$ cat src/rtl/hazard_ctrl.sv
// Pipeline hazard unit: operand bypass, load-use stall, branch flush and data-memory wait/timeout control.
// Optional performance counters are built only when HAZARD_PERF_CNT_EN is defined.
module hazard_ctrl #(
    parameter int TIMEOUT = 255
) (
    input  logic        clock,
    input  logic        reset,
    input  logic [4:0]  Rs1D,
    input  logic [4:0]  Rs2D,
    input  logic [4:0]  Rs1E,
    input  logic [4:0]  Rs2E,
    input  logic [4:0]  RdE,
    input  logic [1:0]  ResultSrcE,
    input  logic        PCSrcE,
    input  logic [4:0]  RdM,
    input  logic        RegWriteM,
    input  logic [4:0]  RdW,
    input  logic        RegWriteW,
    input  logic        MemReqM,
    input  logic        dmem_ready,
    output logic        dmem_valid,
    output logic [1:0]  ForwardAE,
    output logic [1:0]  ForwardBE,
    output logic        StallF,
    output logic        StallD,
    output logic        StallE,
    output logic        FlushD,
    output logic        FlushE,
    output logic        FlushW,
    output logic        EnableM,
    output logic        mem_err,
    output logic [31:0] perf_stall_cycles,
    output logic [31:0] perf_flush_cnt
);

    typedef enum logic [1:0] {
        IDLE,
        WAIT,
        ERR
    } state_t;

    localparam logic [7:0] TO = 8'(TIMEOUT);

    state_t     state;
    state_t     state_n;
    logic [7:0] wcnt;
    logic [7:0] wcnt_n;
    logic       memStall;
    logic       lwStall;

    // Memory-wait state and wait counter; reset abandons any access in flight.
    always_ff @(posedge clock or posedge reset) begin
        if (reset) begin
            state <= IDLE;
            wcnt  <= 8'd0;
        end else begin
            state <= state_n;
            wcnt  <= wcnt_n;
        end
    end

    // Next state, memory stall and handshake outputs.
    always_comb begin
        state_n    = state;
        wcnt_n     = wcnt;
        memStall   = 1'b0;
        dmem_valid = MemReqM;
        mem_err    = 1'b0;
        case (state)
            IDLE: begin
                memStall = MemReqM & ~dmem_ready;
                wcnt_n   = 8'd0;
                if (memStall) state_n = WAIT;
            end
            WAIT: begin
                memStall = ~dmem_ready;
                if (dmem_ready) begin
                    state_n = IDLE;
                    wcnt_n  = 8'd0;
                end else if (wcnt == TO) begin
                    state_n = ERR;
                end else begin
                    wcnt_n = wcnt + 8'd1;
                end
            end
            ERR: begin
                memStall   = 1'b1;
                dmem_valid = 1'b0;
                mem_err    = 1'b1;
            end
            default: begin
                state_n = IDLE;
                wcnt_n  = 8'd0;
            end
        endcase
    end

    // Operand bypass selects; the younger MEM result wins over WB.
    always_comb begin
        ForwardAE = 2'b00;
        ForwardBE = 2'b00;
        if (RegWriteM && RdM != 5'd0 && RdM == Rs1E)
            ForwardAE = 2'b10;
        else if (RegWriteW && RdW != 5'd0 && RdW == Rs1E)
            ForwardAE = 2'b01;
        if (RegWriteM && RdM != 5'd0 && RdM == Rs2E)
            ForwardBE = 2'b10;
        else if (RegWriteW && RdW != 5'd0 && RdW == Rs2E)
            ForwardBE = 2'b01;
    end

    // Pipeline register controls: memory stall freezes everything, else branch flush and load-use.
    always_comb begin
        lwStall = (ResultSrcE == 2'b01) && (RdE != 5'd0) &&
                  ((RdE == Rs1D) || (RdE == Rs2D));
        StallF  = lwStall;
        StallD  = lwStall;
        StallE  = 1'b0;
        EnableM = 1'b1;
        FlushW  = 1'b0;
        FlushD  = PCSrcE;
        FlushE  = PCSrcE | lwStall;
        if (memStall) begin
            StallF  = 1'b1;
            StallD  = 1'b1;
            StallE  = 1'b1;
            EnableM = 1'b0;
            FlushW  = 1'b1;
            FlushD  = 1'b0;
            FlushE  = 1'b0;
        end
    end

`ifdef HAZARD_PERF_CNT_EN
    logic [31:0] stall_q;
    logic [31:0] flush_q;

    // Saturating stall-cycle and flush-cycle counters.
    always_ff @(posedge clock or posedge reset) begin
        if (reset) begin
            stall_q <= 32'd0;
            flush_q <= 32'd0;
        end else begin
            if (StallF && stall_q != 32'hFFFF_FFFF)
                stall_q <= stall_q + 32'd1;
            if ((FlushD || FlushE) && flush_q != 32'hFFFF_FFFF)
                flush_q <= flush_q + 32'd1;
        end
    end

    assign perf_stall_cycles = stall_q;
    assign perf_flush_cnt    = flush_q;
`else
    assign perf_stall_cycles = 32'd0;
    assign perf_flush_cnt    = 32'd0;
`endif

endmodule

$ cat config.mk
export PLATFORM = sky130hd
export DESIGN_NAME = hazard_ctrl
export DESIGN_NICKNAME = d
export VERILOG_FILES = /design/src/rtl/hazard_ctrl.sv
export SDC_FILE = /design/constraint.sdc
export NUM_CORES = 1
export LEC_CHECK = 0
export ABC_CLOCK_PERIOD_IN_PS = 2060
export CAP_MARGIN = 20
export CORE_MARGIN = 4
export CORE_UTILIZATION = 33
export DETAILED_ROUTE_END_ITERATION = 7
export GPL_ROUTABILITY_DRIVEN = 0
export PLACE_DENSITY = 0.82
export SETUP_SLACK_MARGIN = 0.05
export SLEW_MARGIN = 40
export SYNTH_ARGS = -nofsm -noshare
export SYNTH_HDL_FRONTEND = slang
export SYNTH_SLANG_ARGS = --single-unit
$ cat constraint.sdc
create_clock -name clock -period 2.06 [get_ports clock]
set_input_delay 0.206 -clock clock [delete_from_list [all_inputs] [get_ports clock]]
set_output_delay 0.206 -clock clock [all_outputs]
set_load 0.05 [all_outputs]
==> results of run 1 <==
-- layer usage --
layer	vias to the layer above	track usage [%]
met3	3	3.87
met5	-	0
met2	60	25.0
li1	612	-
met4	0	1.78
met1	598	11.7
-- worst max-delay path, delay by kind of cell --
family | cells | cell delay [ns]
simple gates | 2 | 0.91
buf+inv | 3 | 0.49
xor+xnor | 1 | 0.15
-- synthesized netlist by cell type (all sizes together) --
library cell and instances:
nor2 7, o21a 1, or3b 1, mux2 1, xnor2 6, nor4 4
o31ai 1, inv 5, nand2b 1, xor2 24, o31a 1, nor3 5
o41ai 3, o21ai 7, o311ai 1, a21oi 6, dfrtp 10, nand2 5
a41oi 2, nor2b 1, a2111oi 1, nand4 1, a22oi 1, o21bai 1
a22o 1, nor3b 1, conb 1, or4 4, and2 2, ha 1
nand3 5, buf 68
-- power groups by stage --
stage,logic (mW),registers (mW),clock network (mW)
floorplan,0.487,0.205,0
global placement,0.557,0.205,0
detailed placement,0.564,0.206,0
CTS,0.568,0.202,0.258
global route,0.602,0.203,0.269
finish,0.573,0.202,0.251
-- metrics by stage --
| stage | setup TNS (ns) | cells | hold slack [ns] | power, mW | instance area, µm² |
|---|---|---|---|---|---|
| floorplan | 0 | 242 | 0.0462 | 0.692 | 1750 |
| global placement | -0.126 | 293 | 0.510 | 0.762 | 2020 |
| detailed placement | -0.189 | 293 | 0.515 | 0.770 | 2020 |
| CTS | 0 | 298 | 0.258 | 1.03 | 2100 |
| global route | 0 | 298 | 0.312 | 1.07 | 2110 |
| finish | 0 | 298 | 0.240 | 1.03 | 2110 |
-- cells by family (layout without fill, tap and decap cells) --
logic type,Yosys count,in the layout,synth area share [%]
buffers and inverters,73,77,35.5
and+or+nand+nor,37,37,14.8
xor gates and xnor gates,30,30,17.8
AOI/OAI and AO/OA,26,26,13.0
DFF,10,10,17.0
adders and majority gates,1,1,0.848
other,1,64,0.254
muxes,1,1,0.763
-- repair_timing --
| item | in CTS | in global routing |
|---|---|---|
| gates resized for setup | 21 | 2 |
| hold buffers | 0 | 0 |
| endpoints found under the setup margin | 4 | 6 |
| buffers inserted | 1 | 0 |
| pin swaps | 8 | 5 |
| gates cloned | 0 | 0 |
-- flip-flops by register name (all words and copies together) (netlist names) --
name   count
wcnt       8
state      2
-- placed cells by master, fill, tap and decap left out, types with 4 or more instances in the layout --
cell / n
clkdlybuf4s50_1: 29
dfrtp_1: 10
conb_1: 64
o21ai_0: 4
nor4_4: 4
clkbuf_8: 4
xor2_1: 24
buf_12: 8
nand2_1: 5
nor3_1: 4
nand3_1: 4
nor2_1: 7
xnor2_1: 6
inv_1: 5
buf_4: 16
dlygate4sd2_1: 13
a21oi_1: 6
-- final cells by class --
class,count,area (µm²),share of cell area [%]
repair buffers,68,706,33.4
flip-flops and latches,10,250,11.8
multi-input cells,159,1020,48.2
inverters,5,18.8,0.888
clock buffers,4,55.1,2.60
well taps,52,65.1,3.08
-- worst min path at each step --
stage	from	to	slack, ns	depth (start not counted)
after floorplan	reset	state[0]	0.05	1
after global placement	reset	wcnt[3]	0.51	2
after detailed placement	reset	wcnt[3]	0.51	2
after CTS	reset	wcnt[3]	0.26	2
after global routing	reset	wcnt[3]	0.31	2
final	reset	wcnt[3]	0.24	2
==> metrics.md, run 1 <==
| Metric | Value |
|---|---|
| Area share of the leading cell type in the synthesized netlist | `33.6%` |
| Area inside the core boundary | `0.00435 mm²` |
| Final core area utilization | `48.6%` |
| Cell with the largest stage delay on the worst path | `or4_4` |
| Post-detailed-route count of antenna-violating nets | `0` |
| Final number of setup-violating endpoints | `0` |
| Clock transition at the registers of the reported paths | `0.05 ns` |
| Number of standard-cell rows in the floorplan | `24` |
| Internal Dissipation | `529 µW` |
| Number of sinks on the clock net | `10` |
| Clock Tree Buf Depth | `2` |
| Synthesized instance count | `179` |
| Wire length after detailed routing | `3640 µm` |
| CTS tree | `done` |
| Fraction of final layout cells sized beyond drive strength 1 | `18.7%` |
| Worst Setup Start Kind | `input port` |
| Critical path endpoint | `ForwardBE[0]` |
| Max-slew violation count | `0` |
| Class of the most critical hold timing path | `in2async` |
| RR Startpoint | `wcnt[0]` |
| Unrepaired setup endpoints after global routing | `true` |
| Delay of the slowest cell on the worst path | `0.56 ns` |
| Number of H-tree branching levels | `1` |
| Highest clock rate | `0.512 GHz` |
| Cell area power density | `485 mW/mm²` |
| Wire length on met2 | `2070 µm` |
| Relative contribution of the clock network to total power | `24.4%` |
| Final period util | `94.9%` |
| R2R cell count | `5` |
| Total routing usage reported by global routing | `12.1%` |
| Aggregate global routing overflow | `0` |
| Number of register bits inferred by synthesis | `10` |
| Cell type contributing the most total cell area after synthesis | `buf_4` |
| Clock latency of the later-clocked register in the worst-skew pair | `0.24 ns` |
| Worst setup startpoint | `RdW[1]` |
| Static leakage power | `0.965 nW` |
| Worst path arrival time | `1.75 ns` |
| Sequential share of power | `19.7%` |
| Per-cell routed wire length | `12.2 µm` |
| Number of vias per cell after detailed routing | `4.27` |
| Number of violations of the max-capacitance limit | `0` |
| Inserted Clock Buffers | `3` |
| Die height | `74.9 µm` |
| Number of distinct standard cells referenced by the synthesized netlist | `37` |
| DRC violations left | `0` |
| Via count | `1273` |
| Final hold violations | `0` |
| Type of the setup path with the least slack | `in2out` |
| Count of nets after finishing | `292` |
| Via count of the first global-routing pass | `1174` |
| Part of the power in combinational logic | `55.8%` |
| Detail Route met3 WL | `360 µm` |
| Fraction of the yosys area taken by sequential cells | `17.0%` |
| Ranking of synthesized cells by area | `buf_4 34%, dfrtp_1 17%, xor2_1 14%` |
| Count of buffers inserted at the top-level ports | `56` |
| Smallest setup slack after layout | `0.105 ns` |
| Worst slack after detailed placement | `-0.0967 ns` |
| Switch share | `48.5%` |
| Starting density of the core | `33.9%` |
| Post-synthesis cell area | `0.00148 mm²` |
| Detail Placement HPWL | `3180 µm` |
| Avg Cell Area, Syn | `8.24 µm²` |
| Critical-path maximum fanout | `2` |
| Worst clock skew | `0.00369 ns` |
| Maximum number of pins on one net before global-route repair | `11` |
| First-pass GRT wire length | `5240 µm` |
| Internal reg-to-reg setup slack | `0.30 ns` |
| Initial antenna violation count | `0` |
| Number of antenna diodes | `0` |
| Kind of end point of the critical path | `output port` |
| Floorplan die area | `0.00560 mm²` |
| Initial DRT Pass Iterations | `4` |
| # fillers | `420` |
| Series of cell instances along the critical path | `clkdlybuf4s15_1, buf_6, xor2_1, or4_4, nor4_4, buf_12` |
| Synth Warn # | `0` |
| Routed length on met1 | `1190 µm` |
| Num ports | `121` |
| Die width | `74.9 µm` |
| Root Buffer Master | `clkbuf_8` |
| Critical register-to-register path endpoint | `wcnt[3]` |
| Final min period | `1.95 ns` |
| Highest layer used for signal routing | `met4` |
| Peak supply drop | `162 µV` |
| Result of the run | `completed` |
| Data required time at the worst endpoint | `1.85 ns` |
| Post-synthesis to final-layout area growth | `43.3%` |
| Iteration-0 DRC count of the detailed router | `49` |
| Reported net switching power | `497 µW` |
Power figures use the tool's default switching activity.
==> run 2, diff against run 1 <==
==> constraint.sdc (replaced) <==
create_clock -name clock -period 2.06 [get_ports clock]
set_input_delay 0.412 -clock clock [delete_from_list [all_inputs] [get_ports clock]]
set_output_delay 0.412 -clock clock [all_outputs]
set_load 0.05 [all_outputs]
==> metrics.md, run 2 (synthesis gave the netlist of run 1 again) <==
| Metric | Value |
|---|---|
| Setup TNS Final | `-0.329 ns (-0.329 ns)` |
| Maximum number of pins on one net before global-route repair | `11 (unchanged)` |
| Kind of end point of the critical path | `output port` |
| Transition time of the tightest slew-check pin | `0.499 ns` |
| Cell area power density | `464 mW/mm² (-4.5%)` |
| Via count of the first global-routing pass | `1300 (+11%)` |
| Count of buffers inserted at the top-level ports | `56 (unchanged)` |
| Number of standard-cell rows in the floorplan | `24 (unchanged)` |
| Final number of setup-violating endpoints | `3 (+3)` |
| Top flop regs | `wcnt (8), state (2)` |
| Post-detailed-route count of antenna-violating nets | `0 (unchanged)` |
| Count of nets after finishing | `305 (+4.5%)` |
| Final period util | `107% (+12 points)` |
| Detail Placement HPWL | `3210 µm (+0.85%)` |
| Post-synthesis to final-layout area growth | `57.0%` |
| Total routing usage reported by global routing | `13.1% (+0.99 points)` |
| Cell total after placement | `305 (+4.1%)` |
| Worst clock skew | `0.00634 ns (+0.00265 ns)` |
| Smallest setup slack after layout | `-0.146 ns (-0.251 ns)` |
| Largest register FFs | `8 (unchanged)` |
| Class of the most critical hold timing path | `in2async` |
| Critical-path maximum fanout | `2 (unchanged)` |
| Die height | `74.9 µm (unchanged)` |
| Fraction of final layout cells sized beyond drive strength 1 | `34.4% (+16 points)` |
| Number of antenna diodes | `0 (unchanged)` |
| Finished Layout Cells | `311 (+4.4%)` |
| Starting density of the core | `33.9% (unchanged)` |
| Highest-count cells in the layout ignoring fill and taps | `64 x conb_1, 23 x xor2_1, 22 x buf_4` |
| Via count | `1334 (+4.8%)` |
| Max-slew violation count | `0 (unchanged)` |
| Worst Setup Start Kind | `input port` |
| Final min period | `2.21 ns (+0.251 ns)` |
| Clock latency of the later-clocked register in the worst-skew pair | `0.24 ns (about the same)` |
| Wire length after detailed routing | `4060 µm (+12%)` |
| Leading cell type in the layout, fill and taps excluded | `conb_1` |
| Unrepaired setup endpoints after global routing | `true` |
| Final hold violations | `0 (unchanged)` |
| First-pass GRT wire length | `5700 µm (+8.7%)` |
| Number of vias per cell after detailed routing | `4.29 (+0.41%)` |
| Clock transition at the registers of the reported paths | `0.05 ns (about the same)` |
| Num ports | `121 (unchanged)` |
| Result of the run | `finished with violations` |
| Root Buffer Master | `clkbuf_8` |
| DRC violations left | `0 (unchanged)` |
| Final hold slack | `0.457 ns (+0.217 ns)` |
| Type of the setup path with the least slack | `in2out` |
| Rel. slew slack | `66.6%` |
| Largest reg by FF count | `wcnt` |
| Floorplan die area | `0.00560 mm² (unchanged)` |
| Violated checks | `negative setup slack` |
| Inserted Clock Buffers | `3 (unchanged)` |
| Number of sinks on the clock net | `10 (unchanged)` |
| Highest clock rate | `0.453 GHz (-11%)` |
| Worst path arrival time | `1.79 ns (+0.04 ns)` |
| Clock Tree Buf Depth | `2 (unchanged)` |
| CTS tree | `done` |
| Per-cell routed wire length | `13.0 µm (+6.9%)` |
| Data required time at the worst endpoint | `1.65 ns (-0.20 ns)` |
| Number of hold-repair buffers added at the cts stage | `0 (unchanged)` |
| Aggregate global routing overflow | `0 (unchanged)` |
| Number of violations of the max-capacitance limit | `0 (unchanged)` |
| Iteration-0 DRC count of the detailed router | `44 (-10%)` |
| Area inside the core boundary | `0.00435 mm² (unchanged)` |
| Initial antenna violation count | `0 (unchanged)` |
| Peak supply drop | `180 µV (+11%)` |
| Worst slack after detailed placement | `-0.608 ns (-0.512 ns)` |
| Die width | `74.9 µm (unchanged)` |
| Static leakage power | `1.12 nW (+16%)` |
| Initial DRT Pass Iterations | `4 (unchanged)` |
| Number of H-tree branching levels | `1 (unchanged)` |
==> run 2: cell types whose count changed in the layout (fill, tap and decap cells not counted), moves of 5 or more <==
cell and delta:
buf_6 +8, clkdlybuf4s50_1 -24, xnor2_1 -6, buf_4 +6, buf_2 +5, clkbuf_2 +7
xnor2_2 +5
==> run 2: area by class of cell <==
class	instances	area (µm²)
fill	384	2040
clock buffer	4	55.1
timing repair buffer	81	796
multi-input combinational	159	1130
sequential	10	250
tap	52	65.1
inverter	5	18.8
==> run 2: routing by layer <==
layer	track usage, %	vias up	wire [µm]
li1	-	635	-
met1	13.7	626	1370
met2	25.8	65	2330
met3	2.27	8	284
met4	4.55	0	75
met5	0	-	0
==> run 2: critical path, cell delays in order <==
cell and delay, ns:
buf_6 0.09, or4_4 0.54, o21ai_4 0.18, nor4_4 0.06, nor4_4 0.33, buf_12 0.18
==> run 2: where the power goes <==
group	total, mW	internal (mW)	switching [mW]
Clock	0.250	0.168	0.0814
Combinational	0.621	0.186	0.435
Sequential	0.203	0.200	0.00328
Total	1.07	0.554	0.520
==> run 2: worst paths after layout <==
check	startpoint	end	slack (ns)	cells after the start
hold / removal	reset	state[0]	0.46	2
hold reg to reg	wcnt[1]	wcnt[1]	0.55	1
setup / recovery	RdM[4]	ForwardAE[0]	-0.15	6
setup reg to reg	wcnt[0]	wcnt[3]	0.24	5
max in group asynchronous	reset	wcnt[6]	1.31	2
min in group clock	wcnt[1]	wcnt[1]	0.55	1
==> run 2: timing repair <==
action,in CTS,in global routing
resized for setup,78,39
endpoints found under the setup margin,10,8
setup buffers,1,2
pin swaps,23,15
==> run 2: per-stage QoR <==
stage | utilization [%] | power, mW | area, µm²
after floorplan | - | 0.705 | 1800
final | 53.2 | 1.07 | 2320
after CTS | 52.1 | 1.05 | 2270
after detailed placement | 50.2 | 0.802 | 2180
after global routing | 53.2 | 1.12 | 2320
after global placement | 50.2 | 0.798 | 2180
